$ cat config.mk
export PLATFORM = sky130hd
export DESIGN_NAME = alu2_issue_arb
export DESIGN_NICKNAME = d
export VERILOG_FILES = /design/src/rtl/alu2_issue_arb.sv
export SDC_FILE = /design/constraint.sdc
export NUM_CORES = 1
export LEC_CHECK = 0
export BUFFER_PORTS_ARGS = -buffer_cell sky130_fd_sc_hd__buf_2
export CAP_MARGIN = 20
export CORE_MARGIN = 5
export CORE_UTILIZATION = 52
export CTS_CLUSTER_DIAMETER = 200
export DETAILED_ROUTE_END_ITERATION = 12
export MAX_ROUTING_LAYER = met4
export PLACE_DENSITY = 0.84
export SLEW_MARGIN = 20
export SYNTH_ARGS = -nofsm -noshare
export SYNTH_HDL_FRONTEND = slang
export SYNTH_SLANG_ARGS = --single-unit
$ cat constraint.sdc
create_clock -name clk -period 9.4 [get_ports clk]
set_clock_uncertainty 0.2 [all_clocks]
set_input_delay 0.47 -clock clk [delete_from_list [all_inputs] [get_ports clk]]
set_output_delay 0.47 -clock clk [all_outputs]
set_load 0.1 [all_outputs]
$ cat src/rtl/alu2_issue_arb.sv
// Round-robin issue arbiter in front of the registered alu2, with tag tracking through the ALU latency
// and a credit-protected result FIFO so downstream back-pressure never loses a result.
module alu2_issue_arb #(
    parameter int FIFO_DEPTH = 4
) (
    input  logic        clk,
    input  logic        rst,
    input  logic        req0_valid,
    output logic        req0_ready,
    input  logic [5:0]  req0_ope,
    input  logic [31:0] req0_ds_val,
    input  logic [31:0] req0_dt_val,
    input  logic [5:0]  req0_dd,
    input  logic [15:0] req0_imm,
    input  logic        req1_valid,
    output logic        req1_ready,
    input  logic [5:0]  req1_ope,
    input  logic [31:0] req1_ds_val,
    input  logic [31:0] req1_dt_val,
    input  logic [5:0]  req1_dd,
    input  logic [15:0] req1_imm,
    output logic [5:0]  alu_ope,
    output logic [31:0] alu_ds_val,
    output logic [31:0] alu_dt_val,
    output logic [5:0]  alu_dd,
    output logic [15:0] alu_imm,
    input  logic [5:0]  alu_reg_addr,
    input  logic [31:0] alu_reg_dd_val,
    output logic        res_valid,
    input  logic        res_ready,
    output logic        res_src,
    output logic [5:0]  res_addr,
    output logic [31:0] res_val
);

    localparam int PW = $clog2(FIFO_DEPTH);
    localparam int CW = $clog2(FIFO_DEPTH + 1);
    localparam logic [CW:0] DEPTH_L = (CW + 1)'(FIFO_DEPTH);
    localparam int EW = 1 + 6 + 32;

    logic          can_issue, grant0, grant1;
    logic [CW:0]   credit_sum;
    logic          rr_last_q, rr_last_d;
    logic [5:0]    alu_ope_q, alu_ope_d;
    logic [31:0]   alu_ds_q, alu_ds_d;
    logic [31:0]   alu_dt_q, alu_dt_d;
    logic [5:0]    alu_dd_q, alu_dd_d;
    logic [15:0]   alu_imm_q, alu_imm_d;
    logic          v_iss_q, v_iss_d, t_iss_q, t_iss_d;
    logic          v_alu_q, v_alu_d, t_alu_q, t_alu_d;
    logic [EW-1:0] mem_q [FIFO_DEPTH];
    logic [EW-1:0] mem_d [FIFO_DEPTH];
    logic [PW-1:0] wr_ptr_q, wr_ptr_d, rd_ptr_q, rd_ptr_d;
    logic [CW-1:0] count_q, count_d;
    logic          push, pop;

    // Credit counts every op already committed to a FIFO slot, so issue never overruns the FIFO.
    always_comb begin
        credit_sum = {1'b0, count_q} + (CW + 1)'(v_iss_q) + (CW + 1)'(v_alu_q);
        can_issue  = !rst && (credit_sum < DEPTH_L);
        grant0     = can_issue && req0_valid && (!req1_valid || rr_last_q);
        grant1     = can_issue && req1_valid && (!req0_valid || !rr_last_q);
    end

    always_comb begin
        alu_ope_d = '0;
        alu_ds_d  = alu_ds_q;
        alu_dt_d  = alu_dt_q;
        alu_dd_d  = alu_dd_q;
        alu_imm_d = alu_imm_q;
        rr_last_d = rr_last_q;
        if (grant0) begin
            alu_ope_d = req0_ope;
            alu_ds_d  = req0_ds_val;
            alu_dt_d  = req0_dt_val;
            alu_dd_d  = req0_dd;
            alu_imm_d = req0_imm;
            rr_last_d = 1'b0;
        end else if (grant1) begin
            alu_ope_d = req1_ope;
            alu_ds_d  = req1_ds_val;
            alu_dt_d  = req1_dt_val;
            alu_dd_d  = req1_dd;
            alu_imm_d = req1_imm;
            rr_last_d = 1'b1;
        end
        v_iss_d = grant0 || grant1;
        t_iss_d = grant1;
        v_alu_d = v_iss_q;
        t_alu_d = t_iss_q;
    end

    // Results are pushed unconditionally when tagged valid, including addr-0 results of illegal ops.
    always_comb begin
        push     = v_alu_q;
        pop      = (count_q != '0) && res_ready;
        mem_d    = mem_q;
        wr_ptr_d = wr_ptr_q;
        rd_ptr_d = rd_ptr_q;
        count_d  = count_q;
        if (push) begin
            mem_d[wr_ptr_q] = {t_alu_q, alu_reg_addr, alu_reg_dd_val};
            wr_ptr_d        = wr_ptr_q + PW'(1);
        end
        if (pop) begin
            rd_ptr_d = rd_ptr_q + PW'(1);
        end
        case ({push, pop})
            2'b10:   count_d = count_q + CW'(1);
            2'b01:   count_d = count_q - CW'(1);
            default: count_d = count_q;
        endcase
    end

    always_ff @(posedge clk or posedge rst) begin
        if (rst) begin
            rr_last_q <= 1'b1;
            alu_ope_q <= '0;
            alu_ds_q  <= '0;
            alu_dt_q  <= '0;
            alu_dd_q  <= '0;
            alu_imm_q <= '0;
            v_iss_q   <= 1'b0;
            t_iss_q   <= 1'b0;
            v_alu_q   <= 1'b0;
            t_alu_q   <= 1'b0;
            mem_q     <= '{default: '0};
            wr_ptr_q  <= '0;
            rd_ptr_q  <= '0;
            count_q   <= '0;
        end else begin
            rr_last_q <= rr_last_d;
            alu_ope_q <= alu_ope_d;
            alu_ds_q  <= alu_ds_d;
            alu_dt_q  <= alu_dt_d;
            alu_dd_q  <= alu_dd_d;
            alu_imm_q <= alu_imm_d;
            v_iss_q   <= v_iss_d;
            t_iss_q   <= t_iss_d;
            v_alu_q   <= v_alu_d;
            t_alu_q   <= t_alu_d;
            mem_q     <= mem_d;
            wr_ptr_q  <= wr_ptr_d;
            rd_ptr_q  <= rd_ptr_d;
            count_q   <= count_d;
        end
    end

    assert property (@(posedge clk) disable iff (rst)
        !(push && !pop && (count_q == CW'(FIFO_DEPTH))));

    assign req0_ready = grant0;
    assign req1_ready = grant1;
    assign alu_ope    = alu_ope_q;
    assign alu_ds_val = alu_ds_q;
    assign alu_dt_val = alu_dt_q;
    assign alu_dd     = alu_dd_q;
    assign alu_imm    = alu_imm_q;
    assign res_valid  = (count_q != '0);
    assign {res_src, res_addr, res_val} = mem_q[rd_ptr_q];

endmodule

[Word level (Yosys, flattened, before mapping)]
Cells that the tools add are included.
Operators by class
  eq/ne operators: 2
  order comparisons: 4
  reductions and logical operators: 17
  add/sub/neg operators: 6
  muxes and demuxes: 19
  bitwise gates (word level): 2
Operators by type and width (count)
  156-bit bitwise mux: 1
  32-bit two-way mux: 4
  39-bit two-way mux: 3
  39-bit binary-select mux with 2-bit select: 1
  39-bit demux with 2-bit select: 1
  16-bit two-way mux: 2
  6-bit two-way mux: 4
  1-bit logical AND: 7
  3-bit greater-or-equal comparator (second input constant): 2
  2-bit inverter with 3-bit output: 2
  3-bit case mux with 2 select lines: 1
  2-bit by 1-bit adder with 2-bit output (second input constant): 2
  3-bit by 1-bit adder with 4-bit output: 1
  4-bit by 1-bit adder with 4-bit output: 1
  1-bit logical NOT: 4
  4-bit by 3-bit less-than comparator with 1-bit output (second input constant): 1
  2-bit nonzero test: 2
  3-bit by 1-bit adder with 3-bit output (second input constant): 1
  1-bit logical OR: 3
  3-bit by 1-bit less-than comparator with 1-bit output (second input constant): 1
  3-bit nonzero test: 1
  3-bit by 1-bit subtractor with 3-bit output (second input constant): 1
  2-bit by 1-bit == test with 1-bit output (second input constant): 1
  2-bit == test (second input constant): 1
  1-bit two-way mux: 2
Word-level totals
  register bits after elaboration: 260
  output and inout bits: 134
  word-level logic and storage cells: 67
  bits of input ports: 227

[Depth between registers and ports, before layout]
Gate-level depths: netlist of run 1.
  word-level depth: 8
  mapped depth: 8
  gate-level depth less buffers: 7

[Least setup slack after synthesis of run 1]
No wires, ideal clock.
  kind: register -> output
  start point: register count_q[0]
  end point: output req0_ready
  required time: 8730 ps
  data arrival time: 3169 ps
  path slack: 5561 ps
  buffers on the path: 0
  stages on the path, launching flop included: 5
  cells stage by stage: dfrtp_1 > ha_1 > a21oi_1 > o21ai_1 > nor3_1
Between the ends
  word-level cells in the longest chain between the ends: 6
Ends and longest elaborated chain
  from (decl): line 54  | logic [CW-1:0] count_q, count_d;
  from (signal assigned): line 145  | count_q <= count_d;
  3-bit by 1-bit adder with 4-bit output: line 59  | credit_sum = {1'b0, count_q} + (CW + 1)'(v_iss_q) + (CW + 1)'(v_alu_q);
  4-bit by 1-bit adder with 4-bit output: line 59
  4-bit by 3-bit less-than comparator with 1-bit output: line 60  | can_issue = !rst && (credit_sum < DEPTH_L);
  1-bit logical AND: line 60
  1-bit logical AND (2 in a row): line 61  | grant0 = can_issue && req0_valid && (!req1_valid || rr_last_q);
  to (decl): line 9  | output logic req0_ready,
No other way between the ends.

[Worst setup path in the final report of run 1]
  start point: register v_alu_q, in the netlist push
  end point: output req1_ready
Between the ends
  word-level cells in the longest chain between the ends: 5
Ends and longest elaborated chain
  from (decl): line 50  | logic v_alu_q, v_alu_d, t_alu_q, t_alu_d;
  from (signal assigned): line 140  | v_alu_q <= v_alu_d;
  4-bit by 1-bit adder with 4-bit output: line 59
  4-bit by 3-bit less-than comparator with 1-bit output: line 60
  1-bit logical AND: line 60
  1-bit logical AND (2 in a row): line 62  | grant1 = can_issue && req1_valid && (!req0_valid || !rr_last_q);
  to (decl): line 16  | output logic req1_ready,
No other way between the ends.

==> summary.md, run 1 <==
| Metric | Value |
|---|---|
| Final setup viols | 0 |
| Post-CTS Setup Repair Bufs | 0 |
| Rows | 54 |
| Total Routing Usage GR | 0.255 |
| Maximum capacitance violations | 0 |
| Status | finished clean |
| WL per Instance | 23.0 microns |
| Synth warn | 0 |
| NumNets Final | 1,326 |
| Hold_ws | 26.1 ps |
| WP data required | ~8700 ps |
| Hold endpoint | mem_q[109] |
| Mapped Cells | 762 |
| Initial antenna violation count | 17 |
| FILL cells | around 1,600 |
| Vias in the first global route | between 9,000 and 10,000 |
| Final wirelength | 32.3 mm |
| CP max stage cell | dfrtp_1 |
| CP Launch Type | flop |
| Die area | 25,400 sq um |
| Critical R2R Launch | push |
| Worst-Margin Slew | 1130 ps |
| First-pass GRT wire length | 50.9 mm |
| # DRC | 0 |
| Post-DR vias/cell | 5.95 |
| Max stage delay on crit path | 610 ps |
| Skew-Pair Late Insertion Delay | 520 ps |
| Syn_area_per_cell | 15.2 sq um |
| Max Fclk | 0.302 GHz |
| Clock tree from TritonCTS | yes |
| Core box area | 21,900 sq um |
| R2R Setup Slk | between 6000 and 7000 ps |
| Initial Util | 0.531 |
| Synth Cell Area | 11,600 sq um |
| Layout cell share with drive strength beyond 1 | 0.578 |
| Layout area overhead | 24.4% |
| Worst path cell trace | ha_1 > a21oi_1 > o21ai_1 > nor2_1 > buf_2 |
| Netlist cell types | 36 |
| FF-to-FF End | alu_imm[6] |
| Dpl cell area | 13,500 sq um |
| Largest cells by area after synthesis | dfrtp_1 56%, mux2_2 15%, mux4_2 7.6%, o32ai_1 6.5%, a2bb2oi_1 4.2% |
| Multi-input logic area | between 4000 and 5000 sq um |
| Buf+Inv Stages, Crit Path | 1 |
| Storage element area | 6510 sq um |
| Fin util | 0.661 |
| I/O Buffers | 360 |
| Final cycle utilization of the critical path | 0.352 |
| Largest net degree at the start of global routing | 125 |
| Final Hold Fails | 0 |
| DP Wirelength | 21.7 mm |
| Die X | about 160 microns |
| Root Driver | clkbuf_16 |
| Fin. max-slew vios | 0 |
| Via count | 8,371 |
| Crit Path Max Fanout | 9 |
| Total grt overflow | 0 |
| CTS H-tree lvls | 1 |
| TritonCTS Buffers | 27 |
| Critical path arrival | approximately 2600 ps |
| Clk buf depth | 3 |
| Design area | 14,500 sq um |
| Pre-Repair DR Iteration Count | 4 |
| Setup_tns | 0 ps |
| Cells on Worst Hold Path | 2 |
| CTS sink cnt | 260 |
| R2R depth | 5 |
| Remaining antenna violation count | 0 |
| RSZ-0062 raised after global routing | no |
| Die Span Y | ~160 microns |
| Synthesized flop and latch total | 260 |
| Slew margin rel. | 0.243 |
| # IOs | 361 |
| Worst Hold Launch | alu_reg_dd_val[31] |
| Hold WC Path Type | input pin to flop |
| Tmin final | 3310 ps |
| Synth area leader | dfrtp_1 |
| Syn Nets | 996 |
| Worst path top cell family by delay | flip-flops |
| Crit end category | output port |
| Iteration-0 DRC Markers | between 400 and 500 |
| Share of the yosys chip area belonging to registers | 0.560 |
| RD Place Congestion | around 0.96 |
| CTS clk-pin slew, worst paths | 60 ps |
| Critical path type | flop to output port |
| Synth top area share | 0.558 |
| Post-CTS resize count | 0 |
[cells in the final DEF, fill, tap and decap left out, types with 2 or more instances in the layout]
master | synthesis | routed
dfrtp_1 | 259 | 257
xnor2_1 | 2 | 2
nand2_4 | 0 | 2
nor2_1 | 10 | 10
a2bb2oi_2 | 30 | 30
nand2_1 | 7 | 3
o32ai_1 | 86 | 86
xor2_1 | 4 | 4
clkbuf_16 | 0 | 27
o21ai_0 | 2 | 2
inv_1 | 7 | 6
buf_4 | 2 | 9
a2bb2oi_1 | 56 | 56
mux4_2 | 39 | 39
ha_1 | 6 | 6
mux2_2 | 156 | 156
buf_2 | 42 | 360
clkbuf_1 | 27 | 13
a32oi_1 | 6 | 6
clkbuf_8 | 0 | 4
nand2_2 | 0 | 2
diode_2 | 0 | 17
dlygate4sd3_1 | 0 | 6
[metrics by stage]
| stage | setup WS, ps | cells |
|---|---|---|
| after floorplan | 1580 | 762 |
| after global placement | 6640 | 1337 |
| after detailed placement | 6630 | 1337 |
| after CTS | 6050 | 1391 |
| after global routing | 5860 | 1408 |
| final | 6090 | 1408 |
[state kept, by name, indices dropped and copies added, names as in the netlist]
name / count
alu_dd: 6
alu_ds_val: 32
alu_dt_val: 32
alu_imm: 16
alu_ope: 6
count_q: 3
mem_q: 156
push: 1
rd_ptr_q: 2
rr_last_q: 1
t_alu_d: 1
t_alu_q: 1
v_alu_d: 1
wr_ptr_q: 2
[cell usage after synthesis]
master / count
o32ai_1: 86
a21oi_1: 1
inv_2: 1
o31a_1: 1
inv_1: 7
o211ai_1: 1
nand2b_1: 1
buf_2: 42
a21bo_1: 1
or2_1: 1
dfrtp_1: 259
a2bb2oi_1: 56
nor2b_1: 1
a32oi_1: 6
a21boi_0: 1
mux2_2: 156
nand2_1: 7
dfstp_2: 1
or3_1: 1
buf_4: 2
a22o_1: 1
nor3_1: 1
a21o_1: 1
xor2_1: 4
xnor2_1: 2
fa_1: 1
nor2_1: 10
clkbuf_1: 27
mux4_2: 39
a21oi_2: 1
buf_6: 3
a2bb2oi_2: 30
o21ai_1: 1
o21ai_0: 2
a211oi_4: 1
ha_1: 6
[worst max path at each step]
stage,from,endpoint,slack (ps),cells past startpoint
detailed placement,push,req1_ready,6630,5
floorplan,rst,alu_dd[0],1580,1
global placement,push,req1_ready,6640,5
CTS,push,req1_ready,6050,5
global route,push,req1_ready,5860,5
finish,push,req1_ready,6090,5
[per-layer routing]
metal  vias up  part of all wire  wire length, microns  track usage
met1      4258              0.39                 12500        0.318
met2       345              0.51                 16400        0.400
met3        76             0.067                  2170       0.0554
met5         -                 0                     0            -
li1       3692                 -                     -            -
met4         0             0.041                  1310        0.116
[final cells by class]
| class | instances | share of cell area |
|---|---|---|
| multi-input cells | 420 | 0.329 |
| clock inverters | 4 | 0.00355 |
| clock buffers | 44 | 0.0539 |
| flip-flops and latches | 260 | 0.450 |
| repair buffers | 375 | 0.133 |
| diodes | 17 | 0.00294 |
| inverters | 8 | 0.00260 |
| well taps | 280 | 0.0242 |
[cell families (layout without fill, tap and decap cells)]
group	count (synthesis)	in the layout	synth area share
flip-flops	260	260	0.560
multiplexers	195	195	0.227
AO/OA/AOI/OAI	190	190	0.159
buffers and inverters	82	431	0.0336
AND/OR/NAND/NOR	22	22	0.00808
adder cells (fa/ha/maj)	7	7	0.00818
XOR/XNOR	6	6	0.00452
other	0	17	0
[timing repair]
action                     CTS  global route
setup endpoints to repair    0             0
hold endpoints to repair    40             0
hold buffers                 6             0
[worst reg2reg max path, delay by kind of cell, from the launching register on]
| kind | cells | cell delay, ps |
|---|---|---|
| AOI/OAI and AO/OA | 3 | 650 |
| adders and majority gates | 1 | 330 |
| buffers and inverters | 1 | 810 |
| DFF | 1 | 610 |
Power of run 1 is left out: the tool's default activity adds up to more than one toggle a clock period on the data nets, which glitch-free logic cannot reach.
==> run 2: changes to the inputs <==
- CORE_UTILIZATION: 52 -> 47
- PLACE_DENSITY: 0.84 -> 0.8
- clock period: 9.4 -> 2.9 ns (I/O delays scaled with it)
==> run 2 against run 1 <==
Effect of this change:
- the run now ends with setup timing left
- first-iteration DRC count is 56% higher
- global-route usage is 3.0 points higher
- clock-buffer cell count is 3 lower
- die area is 10% higher
- via count is 20% higher
- register-to-register slack worse by 6600 ps
- wire length is 25% higher
- cell area is 18% higher
==> summary.md, run 2 (synthesis gave the netlist of run 1 again) <==
| Metric | Value |
|---|---|
| Final cycle utilization of the critical path | 1.00 |
| Worst path cell trace | a21bo_2 > buf_4 > o32ai_1 > dlygate4sd3_1 > a2bb2oi_1 (was ha_1 > a21oi_1 > o21ai_1 > nor2_1 > buf_2) |
| Critical R2R Launch | rr_last_q (was push) |
| Tmin final | 2900 ps |
| Die X | 167 microns (was 159 microns) |
| Clk buf depth | 3 (unchanged) |
| Via count | 10,030 (was 8,371) |
| Final Hold Fails | 0 (unchanged) |
| Fin. max-slew vios | 0 (unchanged) |
| Die area | 28,000 sq um (was 25,400 sq um) |
| Critical path arrival | 3100 ps (was 2640 ps) |
| Worst Setup SP | rr_last_q (was push) |
| Die Span Y | 167 microns (was 159 microns) |
| Commonest non-fill, non-tap cell in the layout | buf_2 (unchanged) |
| Rows | 57 (was 54) |
| I/O Buffers | 360 (unchanged) |
| Hold_ws | 152 ps (was 26.1 ps) |
| Initial Util | 0.478 (was 0.531) |
| Crit end category | flop (was output port) |
| Max stage delay on crit path | 640 ps (was 610 ps) |
| Total grt overflow | 0 (unchanged) |
| CTS clk-pin slew, worst paths | 70 ps (was 60 ps) |
| # DRC | 0 (unchanged) |
| Post-DR vias/cell | 5.93 (was 5.95) |
| CP Launch Type | flop (unchanged) |
| Hold WC Path Type | input pin to flop (unchanged) |
| Maximum capacitance violations | 0 (unchanged) |
| Initial antenna violation count | 12 (was 17) |
| Worst-Margin Slew | 1130 ps (about the same) |
| CP max stage cell | dlygate4sd3_1 (was dfrtp_1) |
| Crit Path Max Fanout | 27 (was 9) |
| DP Wirelength | 22.5 mm (was 21.7 mm) |
| Layout area overhead | 46.6% (was 24.4%) |
| NumNets Final | 1,567 (was 1,326) |
| Layout cell share with drive strength beyond 1 | 0.497 (was 0.578) |
| Max Fclk | 0.345 GHz |
| # IOs | 361 (unchanged) |
| Status | finished with violations (was finished clean) |
| Skew-Pair Late Insertion Delay | 510 ps (was 520 ps) |
| Violated checks | setup timing |
| CTS H-tree lvls | 1 (unchanged) |
| Final wirelength | 40.3 mm (was 32.3 mm) |
| RD Place Congestion | 0.882 (was 0.958) |
| Worst Setup Slack, final | -0.342 ps (was 6090 ps) |
| Vias in the first global route | 10,964 (was 9,100) |
| Largest net degree at the start of global routing | 115 (was 125) |
| CTS sink cnt | 260 (unchanged) |
| WP data required | 3100 ps (was 8730 ps) |
| Largest register by flop count | mem_q (unchanged) |
| Total Routing Usage GR | 0.285 (was 0.255) |
| Max reg flops | 156 (unchanged) |
| Remaining antenna violation count | 0 (unchanged) |
| FILL cells | 1,536 (was 1,637) |
| Commonest non-fill, non-tap cells in the layout | 358 x buf_2, 257 x dfrtp_1, 225 x dlygate4sd3_1 (was 360 x buf_2, 257 x dfrtp_1, 156 x mux2_2) |
| First-pass GRT wire length | 62.1 mm (was 50.9 mm) |
| Pre-Repair DR Iteration Count | 5 (was 4) |
| Slew margin rel. | 0.248 (was 0.243) |
| Post-CTS Setup Repair Bufs | 0 (unchanged) |
| Final setup viols | 1 (was 0) |
| WL per Instance | 23.8 microns (was 23.0 microns) |
| Iteration-0 DRC Markers | 733 (was 471) |
| Worst Hold Launch | req1_valid (was alu_reg_dd_val[31]) |
| TritonCTS Buffers | 27 (unchanged) |
| Core box area | 24,300 sq um (was 21,900 sq um) |
| Critical path type | flop to flop (was flop to output port) |
| Root Driver | clkbuf_16 (unchanged) |
| Clock tree from TritonCTS | yes (unchanged) |
-- run 2: path summary, 6_finish.rpt --
kind	end	slack, ps	depth (start not counted)
setup reg to reg	alu_dt_val[17]	-0.3	5
setup / recovery	alu_dt_val[17]	-0.3	5
hold reg to reg	t_alu_q	220	0
min in group asynchronous	alu_ds_val[2]	200	4
max in group asynchronous	mem_q[139]	1770	4
hold / removal	v_alu_d	150	4
-- run 2: final cells by class --
| cell class | count | area, sq um | area share |
|---|---|---|---|
| multi-input cells | 420 | 4760 | 0.279 |
| diodes | 13 | 32.5 | 0.00191 |
| clock inverters | 8 | 48.8 | 0.00287 |
| inverters | 8 | 33.8 | 0.00198 |
| repair buffers | 616 | 4450 | 0.262 |
| flip-flops and latches | 260 | 6510 | 0.382 |
| clock buffers | 41 | 788 | 0.0463 |
| well taps | 324 | 405 | 0.0238 |
-- run 2: per-stage QoR --
| step | utilization | std cells | setup TNS (ps) | setup slack (ps) | instance area (sq um) |
|---|---|---|---|---|---|
| floorplan | - | 762 | -225780 | -872 | 11600 |
| global placement | 0.571 | 1403 | 0 | 499 | 13900 |
| detailed placement | 0.571 | 1403 | 0 | 451 | 13900 |
| CTS | 0.699 | 1677 | 0 | 7.10 | 17000 |
| global route | 0.700 | 1689 | -82.8 | -63.0 | 17000 |
| finish | 0.700 | 1690 | -0.342 | -0.342 | 17000 |
-- run 2: repair_timing --
action                                  in CTS  in global routing
endpoints found under the setup margin       2                  9
hold endpoints to repair                   509                  0
hold buffers                               225                  0
resized for setup                            1                  3
-- run 2: metal layers --
| layer | global-route usage | vias up | wire, microns |
|---|---|---|---|
| met4 | 0.131 | 0 | 2220 |
| met1 | 0.327 | 5012 | 14300 |
| met5 | - | - | 0 |
| met2 | 0.485 | 682 | 20500 |
| met3 | 0.0554 | 185 | 3320 |
| li1 | - | 4151 | - |
-- run 2: worst max-delay path, delay by kind of cell (launching register included) --
family	cells	cell delay [ps]
buf+inv	2	950
flops	1	590
compound gates	3	1040
Power of run 2 is left out for the same reason.
==> run 3: changes to the inputs <==
- CORE_UTILIZATION: 47 -> 52
- PLACE_DENSITY: 0.8 -> 0.84
- clock period: 2.9 -> 3.15 ns (I/O delays scaled with it)
==> run 3 against run 2 <==
Effect of this change:
- the flow now finishes without violations
- via count about the same
- register-to-register slack better by 410 ps
- final cell count down 3.1%
- worst hold slack lost 51 ps
- critical endpoint is now req1_ready
- core utilization up 7.3 points
- cell area fell by 0.63%
- die area fell by 9.1%
- clock-buffer cell count shrank 3
- flip-flop and latch count did not move
- global-route usage increased by 3.5 points
- non-clock buffer count fell by 5
- first-iteration DRC count is 6.0% lower
- critical path type is now flop to output port
==> summary.md, run 3 (synthesis gave the netlist of run 1 again) <==
| Metric | Value |
|---|---|
| Status | finished clean (was finished with violations) |
| # DRC | 0 (unchanged) |
| Largest register by flop count | mem_q (unchanged) |
| Worst-Margin Slew | 826 ps (was 1130 ps) |
| Critical path arrival | 2570 ps (was 3100 ps) |
| Final Hold Fails | 0 (unchanged) |
| CTS H-tree lvls | 1 (unchanged) |
| # IOs | 361 (unchanged) |
| Commonest non-fill, non-tap cells in the layout | 360 x buf_2, 257 x dfrtp_1, 225 x dlygate4sd3_1 (was 358 x buf_2, 257 x dfrtp_1, 225 x dlygate4sd3_1) |
| Crit Path Max Fanout | 9 (was 27) |
| Largest net degree at the start of global routing | 88 (was 115) |
| Max Fclk | roughly 0.34 GHz |
| Layout cell share with drive strength beyond 1 | 0.496 (was 0.497) |
| Vias in the first global route | 11,296 (was 10,964) |
| Layout area overhead | 45.6% (was 46.6%) |
| Root Driver | clkbuf_16 (unchanged) |
| Slew margin rel. | 0.448 (was 0.248) |
| Post-DR vias/cell | 6.12 (was 5.93) |
| Iteration-0 DRC Markers | 689 (was 733) |
| Remaining antenna violation count | 0 (unchanged) |
| Clock tree from TritonCTS | yes (unchanged) |
| NumNets Final | 1,562 (was 1,567) |
| Die area | 25,400 sq um (was 28,000 sq um) |
| Pre-Repair DR Iteration Count | 5 (unchanged) |
| Total Routing Usage GR | 0.320 (was 0.285) |
| CTS clk-pin slew, worst paths | 60 ps (was 70 ps) |
| Final cycle utilization of the critical path | 0.930 |
| Final wirelength | 40.9 mm (was 40.3 mm) |
| Hold WC Path Type | input pin to flop (unchanged) |
| Critical path type | flop to output port (was flop to flop) |
| RSZ-0062 raised after global routing | no |
| Core box area | 21,900 sq um (was 24,300 sq um) |
| I/O Buffers | 360 (unchanged) |
| Rows | 54 (was 57) |
| DP Wirelength | 22.0 mm (was 22.5 mm) |
| Die Span Y | 159 microns (was 167 microns) |
| Initial antenna violation count | 10 (was 12) |
| WP data required | 2790 ps (was 3100 ps) |
| Die X | 159 microns (was 167 microns) |
| Tmin final | 2930 ps |
| Initial Util | 0.531 (was 0.478) |
| CP Launch Type | flop (unchanged) |
| Crit end category | output port (was flop) |
| TritonCTS Buffers | 27 (unchanged) |
| Post-CTS Setup Repair Bufs | 0 (unchanged) |
| WL per Instance | 24.9 microns (was 23.8 microns) |
| Clk buf depth | 3 (unchanged) |
| Total grt overflow | 0 (unchanged) |
| Via count | 10,022 (was 10,030) |
| Fin. max-slew vios | 0 (unchanged) |
| CTS sink cnt | 260 (unchanged) |
| Fin util | 0.773 (was 0.700) |
| Commonest non-fill, non-tap cell in the layout | buf_2 (unchanged) |
| RD Place Congestion | 0.895 (was 0.882) |
| Final setup viols | 0 (was 1) |
| Skew-Pair Late Insertion Delay | 520 ps (was 510 ps) |
| Maximum capacitance violations | 0 (unchanged) |
| First-pass GRT wire length | 63.4 mm (was 62.1 mm) |
| Max reg flops | 156 (unchanged) |
run 3: cell types whose count changed in the layout (fill, tap and decap cells not counted), sizes merged:
cell / before / now
buf: 389 / 386
bufinv: 0 / 3
clkbuf: 43 / 38
clkinvlp: 2 / 1
diode: 13 / 12
inv: 8 / 7
run 3: worst max-delay path, cell delays in order (launching register included):
cell and delay (ps):
dfrtp_1 550, ha_1 320, a21oi_1 280, o21ai_2 230, nor2_1 220, buf_2 460
run 3: final cells by class:
cell class                 instances  area [sq um]
antenna                           12          30.0
clock buffer                      38           767
clock inverter                     9           128
fill                            1206          4970
inverter                           8          33.8
multi-input combinational        420          4760
sequential                       260          6510
tap                              280           350
timing repair buffer             611          4350
run 3: worst paths after layout:
check	startpoint	endpoint	slack, ps	cells after the start
hold / removal	req1_valid	alu_ds_val[11]	100	4
max in group asynchronous	rst	mem_q[80]	1620	4
setup / recovery	push	req1_ready	220	5
setup reg to reg	rr_last_q	alu_dt_val[21]	410	6
min in group asynchronous	rst	mem_q[52]	200	3
hold reg to reg	t_alu_d	t_alu_q	200	0
run 3: repair_timing:
action                                  CTS  global route
endpoints found under the hold margin   278             0
endpoints found under the setup margin    0             1
hold buffers                            225             0
resized for setup                         0             1
run 3: layer usage:
metal	share of wire	track usage	wire (microns)
met1	0.35	0.362	14300
met2	0.50	0.530	20500
met3	0.084	0.0733	3420
met4	0.063	0.168	2580
met5	0	-	0
run 3: through the flow:
stage                     setup WS (ps)  area (sq um)  TNS (ps)  hold WS (ps)  cells
after CTS                           138         16900         0           102   1626
after global placement              598         13700         0           162   1354
final                               220         16900         0           101   1638
after floorplan                    -634         11600   -164270           104    762
after global routing                133         16900         0           114   1636
after detailed placement            503         13700         0           170   1354
Power of run 3 is left out for the same reason.
